## src/rtl/riscv_debug_scan.sv

```systemverilog
// Debug sequencer: issues a one-cycle CPU step, sweeps ssdSel/ledSel and captures 15 words.
// Optional feature macro: DBG_SCAN_CHECKSUM_EN (modular sum of the snapshot readable at rd_addr 15).
module riscv_debug_scan #(
  parameter int SETTLE = 2
) (
  input  logic        clk,
  input  logic        rst,
  input  logic        step_req,
  input  logic        run_mode,
  input  logic [12:0] ssd_in,
  input  logic [15:0] leds_in,
  input  logic [3:0]  rd_addr,
  output logic        cpu_step,
  output logic [3:0]  ssdSel,
  output logic [1:0]  ledSel,
  output logic        busy,
  output logic        snap_valid,
  output logic [15:0] rd_data
);

  localparam logic [3:0] LP_SETTLE    = 4'(SETTLE);
  localparam logic [3:0] LP_LAST_WORD = 4'd14;
  localparam logic [3:0] LP_NUM_SSD   = 4'd12;

  typedef enum logic [1:0] {
    S_IDLE,
    S_STEP,
    S_SCAN,
    S_DONE
  } state_t;

  state_t      r_state;
  logic [3:0]  r_k;
  logic [3:0]  r_cnt;
  logic        r_cpu_step;
  logic        r_busy;
  logic        r_snap_valid;
  logic [3:0]  r_ssd_sel;
  logic [1:0]  r_led_sel;
  logic [15:0] r_snap [15];
`ifdef DBG_SCAN_CHECKSUM_EN
  logic [15:0] r_cksum;
`endif

  logic        w_last_hold;
  logic [3:0]  w_k_nxt;
  logic [15:0] w_word;
  logic [3:0]  w_ssd_sel_nxt;
  logic [1:0]  w_led_sel_nxt;

  assign w_last_hold = (r_cnt == LP_SETTLE);
  assign w_k_nxt     = r_k + 4'd1;
  assign w_word      = (r_k < LP_NUM_SSD) ? {3'b000, ssd_in} : leds_in;

  // NOTE: every signal written in always_comb gets a default first so no latch is inferred.
  always_comb begin
    w_ssd_sel_nxt = '0;
    w_led_sel_nxt = '0;
    if (w_k_nxt < LP_NUM_SSD) w_ssd_sel_nxt = w_k_nxt;
    else                      w_led_sel_nxt = 2'(w_k_nxt - LP_NUM_SSD);
  end

  // NOTE: sequential state uses non-blocking assignments so all registers update together.
  always_ff @(posedge clk) begin
    if (rst) begin
      r_state      <= S_IDLE;
      r_k          <= '0;
      r_cnt        <= '0;
      r_cpu_step   <= 1'b0;
      r_busy       <= 1'b0;
      r_snap_valid <= 1'b0;
      r_ssd_sel    <= '0;
      r_led_sel    <= '0;
      // NOTE: the snapshot is flop-based and cleared on reset so reads after reset return zero.
      for (int i = 0; i < 15; i++) r_snap[i] <= '0;
`ifdef DBG_SCAN_CHECKSUM_EN
      r_cksum      <= '0;
`endif
    end else begin
      r_cpu_step   <= 1'b0;
      r_snap_valid <= 1'b0;
      case (r_state)
        S_IDLE: begin
          r_ssd_sel <= '0;
          r_led_sel <= '0;
          if (step_req || run_mode) begin
            r_state    <= S_STEP;
            r_cpu_step <= 1'b1;
            r_busy     <= 1'b1;
          end
        end
        S_STEP: begin
          r_k       <= '0;
          r_cnt     <= '0;
          r_ssd_sel <= '0;
          r_led_sel <= '0;
          r_state   <= S_SCAN;
`ifdef DBG_SCAN_CHECKSUM_EN
          r_cksum   <= '0;
`endif
        end
        S_SCAN: begin
          if (w_last_hold) begin
            r_snap[r_k] <= w_word;
`ifdef DBG_SCAN_CHECKSUM_EN
            r_cksum     <= r_cksum + w_word;
`endif
            r_cnt       <= '0;
            if (r_k == LP_LAST_WORD) begin
              r_state      <= S_DONE;
              r_snap_valid <= 1'b1;
            end else begin
              // The next select is launched on the capture edge, opening its hold window.
              r_k       <= w_k_nxt;
              r_ssd_sel <= w_ssd_sel_nxt;
              r_led_sel <= w_led_sel_nxt;
            end
          end else begin
            r_cnt <= r_cnt + 4'd1;
          end
        end
        S_DONE: begin
          r_state   <= S_IDLE;
          r_busy    <= 1'b0;
          r_ssd_sel <= '0;
          r_led_sel <= '0;
        end
        default: r_state <= S_IDLE;
      endcase
    end
  end

  always_comb begin
    rd_data = '0;
    if (rd_addr != 4'd15) begin
      rd_data = r_snap[rd_addr];
    end else begin
`ifdef DBG_SCAN_CHECKSUM_EN
      rd_data = r_cksum;
`else
      rd_data = 16'h0000;
`endif
    end
  end

  assign cpu_step   = r_cpu_step;
  assign busy       = r_busy;
  assign snap_valid = r_snap_valid;
  assign ssdSel     = r_ssd_sel;
  assign ledSel     = r_led_sel;

endmodule

```

## config.mk

```make
export PLATFORM = sky130hd
export DESIGN_NAME = riscv_debug_scan
export DESIGN_NICKNAME = d
export VERILOG_FILES = /design/src/rtl/riscv_debug_scan.sv
export SDC_FILE = /design/constraint.sdc
export NUM_CORES = 1
export LEC_CHECK = 0
export BUFFER_PORTS_ARGS = -buffer_cell sky130_fd_sc_hd__clkbuf_2
export CORE_MARGIN = 2
export CORE_UTILIZATION = 25
export DETAILED_ROUTE_END_ITERATION = 8
export PLACE_DENSITY = 0.35
export SLEW_MARGIN = 20
export SYNTH_ARGS = -nofsm -noshare
export SYNTH_HDL_FRONTEND = slang
export SYNTH_SLANG_ARGS = --single-unit
```

## constraint.sdc

```tcl
create_clock -name clk -period 2.4 [get_ports clk]
set_input_delay 0.36 -clock clk [delete_from_list [all_inputs] [get_ports clk]]
set_output_delay 0.36 -clock clk [all_outputs]
set_load 0.02 [all_outputs]
```

==> impl_metrics.yaml <==
status:
  status: "finished clean"
sta:
  slew_violations: 0
  slew_headroom_pct: 56.7
  tightest_slew_ns: 0.635
  hold_viol: 0
  whs_ns: 0.0833
  fin_crit_ns: 2.35
  fin_crit_sh_pct: 97.9
  clock_skew_ns: 0.0241
  fmax_ghz: 0.426
  setup_violations: 0
  grt_setup_unrepaired: "yes"
power_and_ir_drop:
  power_mw: 10.9
  p_leak_nw: 5.50
  power_density_mw_per_mm2: 759
  vdd_drop_max_v: 0.000503
global_routing:
  grt_pass1_vias: 7603
  grt_usage_pct: 15.1
  antenna_found_initial: 0
  globalRouteOverflowTotal: 0
  grt_start_max_net_pins: 31
  grt_pass1_wl_um: 52600
logic_synthesis:
  synthTopCellsByArea: "edfxtp_1 62%, nor2_1 7.0%, mux4_2 6.3%, mux2i_1 5.6%, dfxtp_1 3.2%"
  ys_types: 49
  synth.ff_latch_count: 259
  synth_top_cell_by_area: "edfxtp_1"
  synth_cells: 853
  netlist_area_sq_mm: 0.0117
  async_flop_share_pct: 0
  ys_warn_count: 0
  synth_top_area_share_pct: 61.5
  ys_seq_area_share_pct: 64.8
  syn-mean-instance-area_sq_um: 13.7
  synth_ff_type: "edfxtp_1"
  synth-edff-count: 240
die:
  die_height_um: 220
  initial_core_util_pct: 25.3
  die_area_sq_mm: 0.0486
  io_pins: 62
  die_w_um: 220
  core_area_sq_mm: 0.0464
  core.rowCount: 79
critical_path:
  cp_top_family: "multiplexers"
  cp.arrival_ns: 1.99
  critPathMaxStageDelay_ns: 0.51
  critPathCaptureType: "output pin"
  required_ns: 2.04
  path_cells: "mux4_2, mux2i_1, buf_4, o21ai_2, clkbuf_8"
  crit_path_top_delay_cell: "mux4_2"
  start_kind: "flip-flop"
  path_buf_inv: 2
  path_class: "flip-flop to output pin"
  path_max_fanout: 1
clock_network:
  worstSkewPairLatency_ns: 0.59
  cts_setup_buffers: 0
  cts_tree: "done"
  clock_sinks: 259
  clk_pin_slew_ns: 0.06
  htreeDepth: 1
  cts_root_buffer: "clkbuf_16"
  cts_hold_buf: 0
  clock_path_buffers: 3
  cts_inserted_buffers: 31
detailed_routing:
  totalWireLength_um: 35300
  viasPerCell: 4.40
  detail-route-antenna-nets: 0
  drc: 0
  drt_first_pass_iters: 4
  drt_iter0_drc: 449
  routed-via-count: 7134
  wl_per_cell_um: 21.8
job:
  drv_cap: 0
placement:
  gp_congestion: 0.714
  dp_hpwl_um: 22900
  portBuffers: 61
final_layout:
  area_growth_pct: 23.1
  drive_gt1_share_pct: 23.4
  antennaDiodeCount: 0
  nNetsFinal: 1036
worst_hold_path:
  min_path_type: "input pin to flip-flop"
repair_timing:
item	4_1_cts	5_1_grt
endpoints found under the setup margin	6	8
gates resized for setup	17	11
cloned	0	0
worst paths after layout:
kind	cells after the start	from	slack, ns	to
worst max register to register	6	r_k[0]	0.37	r_snap[14][4]
worst min-delay path	3	step_req	0.08	cpu_step
worst max-delay path	5	r_snap[8][1]	0.05	rd_data[1]
worst min register to register	2	ledSel[0]	0.47	ledSel[0]
metal layers:
metal,track usage (%),vias up,routed length [um],share of wire [%]
met4,3.51,0,780,2.2
met3,2.08,53,1170,3.3
met5,0,-,0,0
met2,26.2,106,17700,50
met1,19.9,3593,15600,44
li1,-,3382,-,-
metrics by stage:
step	area, sq um	std cells	setup WS, ns	util, %	setup TNS [ns]
after CTS	14400	1620	-0.00635	31.1	-0.00904
final	14400	1620	0.0512	31.1	0
after detailed placement	13400	1562	-0.0391	28.8	-0.0391
after global placement	13400	1562	-0.0389	28.8	-0.0389
after floorplan	11800	888	0.256	-	0
after global routing	14400	1620	-0.0629	31.1	-0.115
cell usage after synthesis, types with 7 or more instances:
cell      number
a21oi_1        9
a22oi_1       16
buf_2         19
buf_4         25
buf_6          7
clkbuf_1      11
dfxtp_1       19
edfxtp_1     240
ha_1          11
inv_1          7
mux2i_1       65
mux2i_4       10
mux4_2        33
nand2_1       47
nand3_1       23
nand3b_1      17
nor2_1       217
o211ai_1      17
o21ai_0       16
flip-flops by register name, indices dropped and copies added, names as in the netlist:
signal	flops
busy	1
ledSel	2
r_state	2
ssdSel	4
r_k	4
cpu_step	1
r_cnt	4
snap_valid	1
r_snap	240
cells in the final DEF (no fill, tap or decap), types with 7 or more instances in the layout:
cell / count
a21oi_1: 9
a22oi_1: 16
buf_12: 27
buf_4: 47
clkbuf_16: 31
clkbuf_2: 55
clkinv_1: 8
clkinv_2: 9
conb_1: 36
dfxtp_1: 19
edfxtp_1: 240
ha_1: 11
inv_1: 7
mux2i_1: 61
mux2i_4: 11
mux4_2: 33
nand2_1: 47
nand3_1: 23
nand3b_1: 17
nor2_1: 217
o211ai_1: 17
o21ai_0: 8
o21ai_2: 7
logic make-up (layout without fill, tap and decap cells):
logic type / after synthesis / in the layout / synth area share (%)
other: 1 / 36 / 0.0320
and+or+nand+nor: 326 / 326 / 12.0
adders and majority gates: 11 / 11 / 1.17
xor gates and xnor gates: 3 / 3 / 0.224
buffers and inverters: 72 / 197 / 3.86
muxes: 108 / 108 / 13.8
AOI/OAI and AO/OA: 73 / 73 / 4.12
DFF: 259 / 259 / 64.8
report_power, final:
part / internal, mW / switching (mW) / leakage [nW] / total, mW
Combinational: 0.465 / 0.712 / 2.39 / 1.18
Sequential: 5.11 / 0.0651 / 2.61 / 5.17
Clock: 2.69 / 1.91 / 0.492 / 4.60
worst register-to-register path, delay by kind of cell (launching register included):
| family | cells | cell delay (ns) |
|---|---|---|
| simple gates | 3 | 0.75 |
| flops | 1 | 0.35 |
| buf+inv | 2 | 0.34 |
| fa+ha+maj | 1 | 0.28 |
final cells by class:
type | instances | area (sq um)
inverter | 8 | 30.0
timing repair buffer | 131 | 1200
tap | 607 | 759
fill | 4627 | 31900
clock buffer | 37 | 798
clock inverter | 21 | 190
sequential | 259 | 7590
multi-input combinational | 557 | 3860
Note: power is estimated with default switching activity, not from simulation.
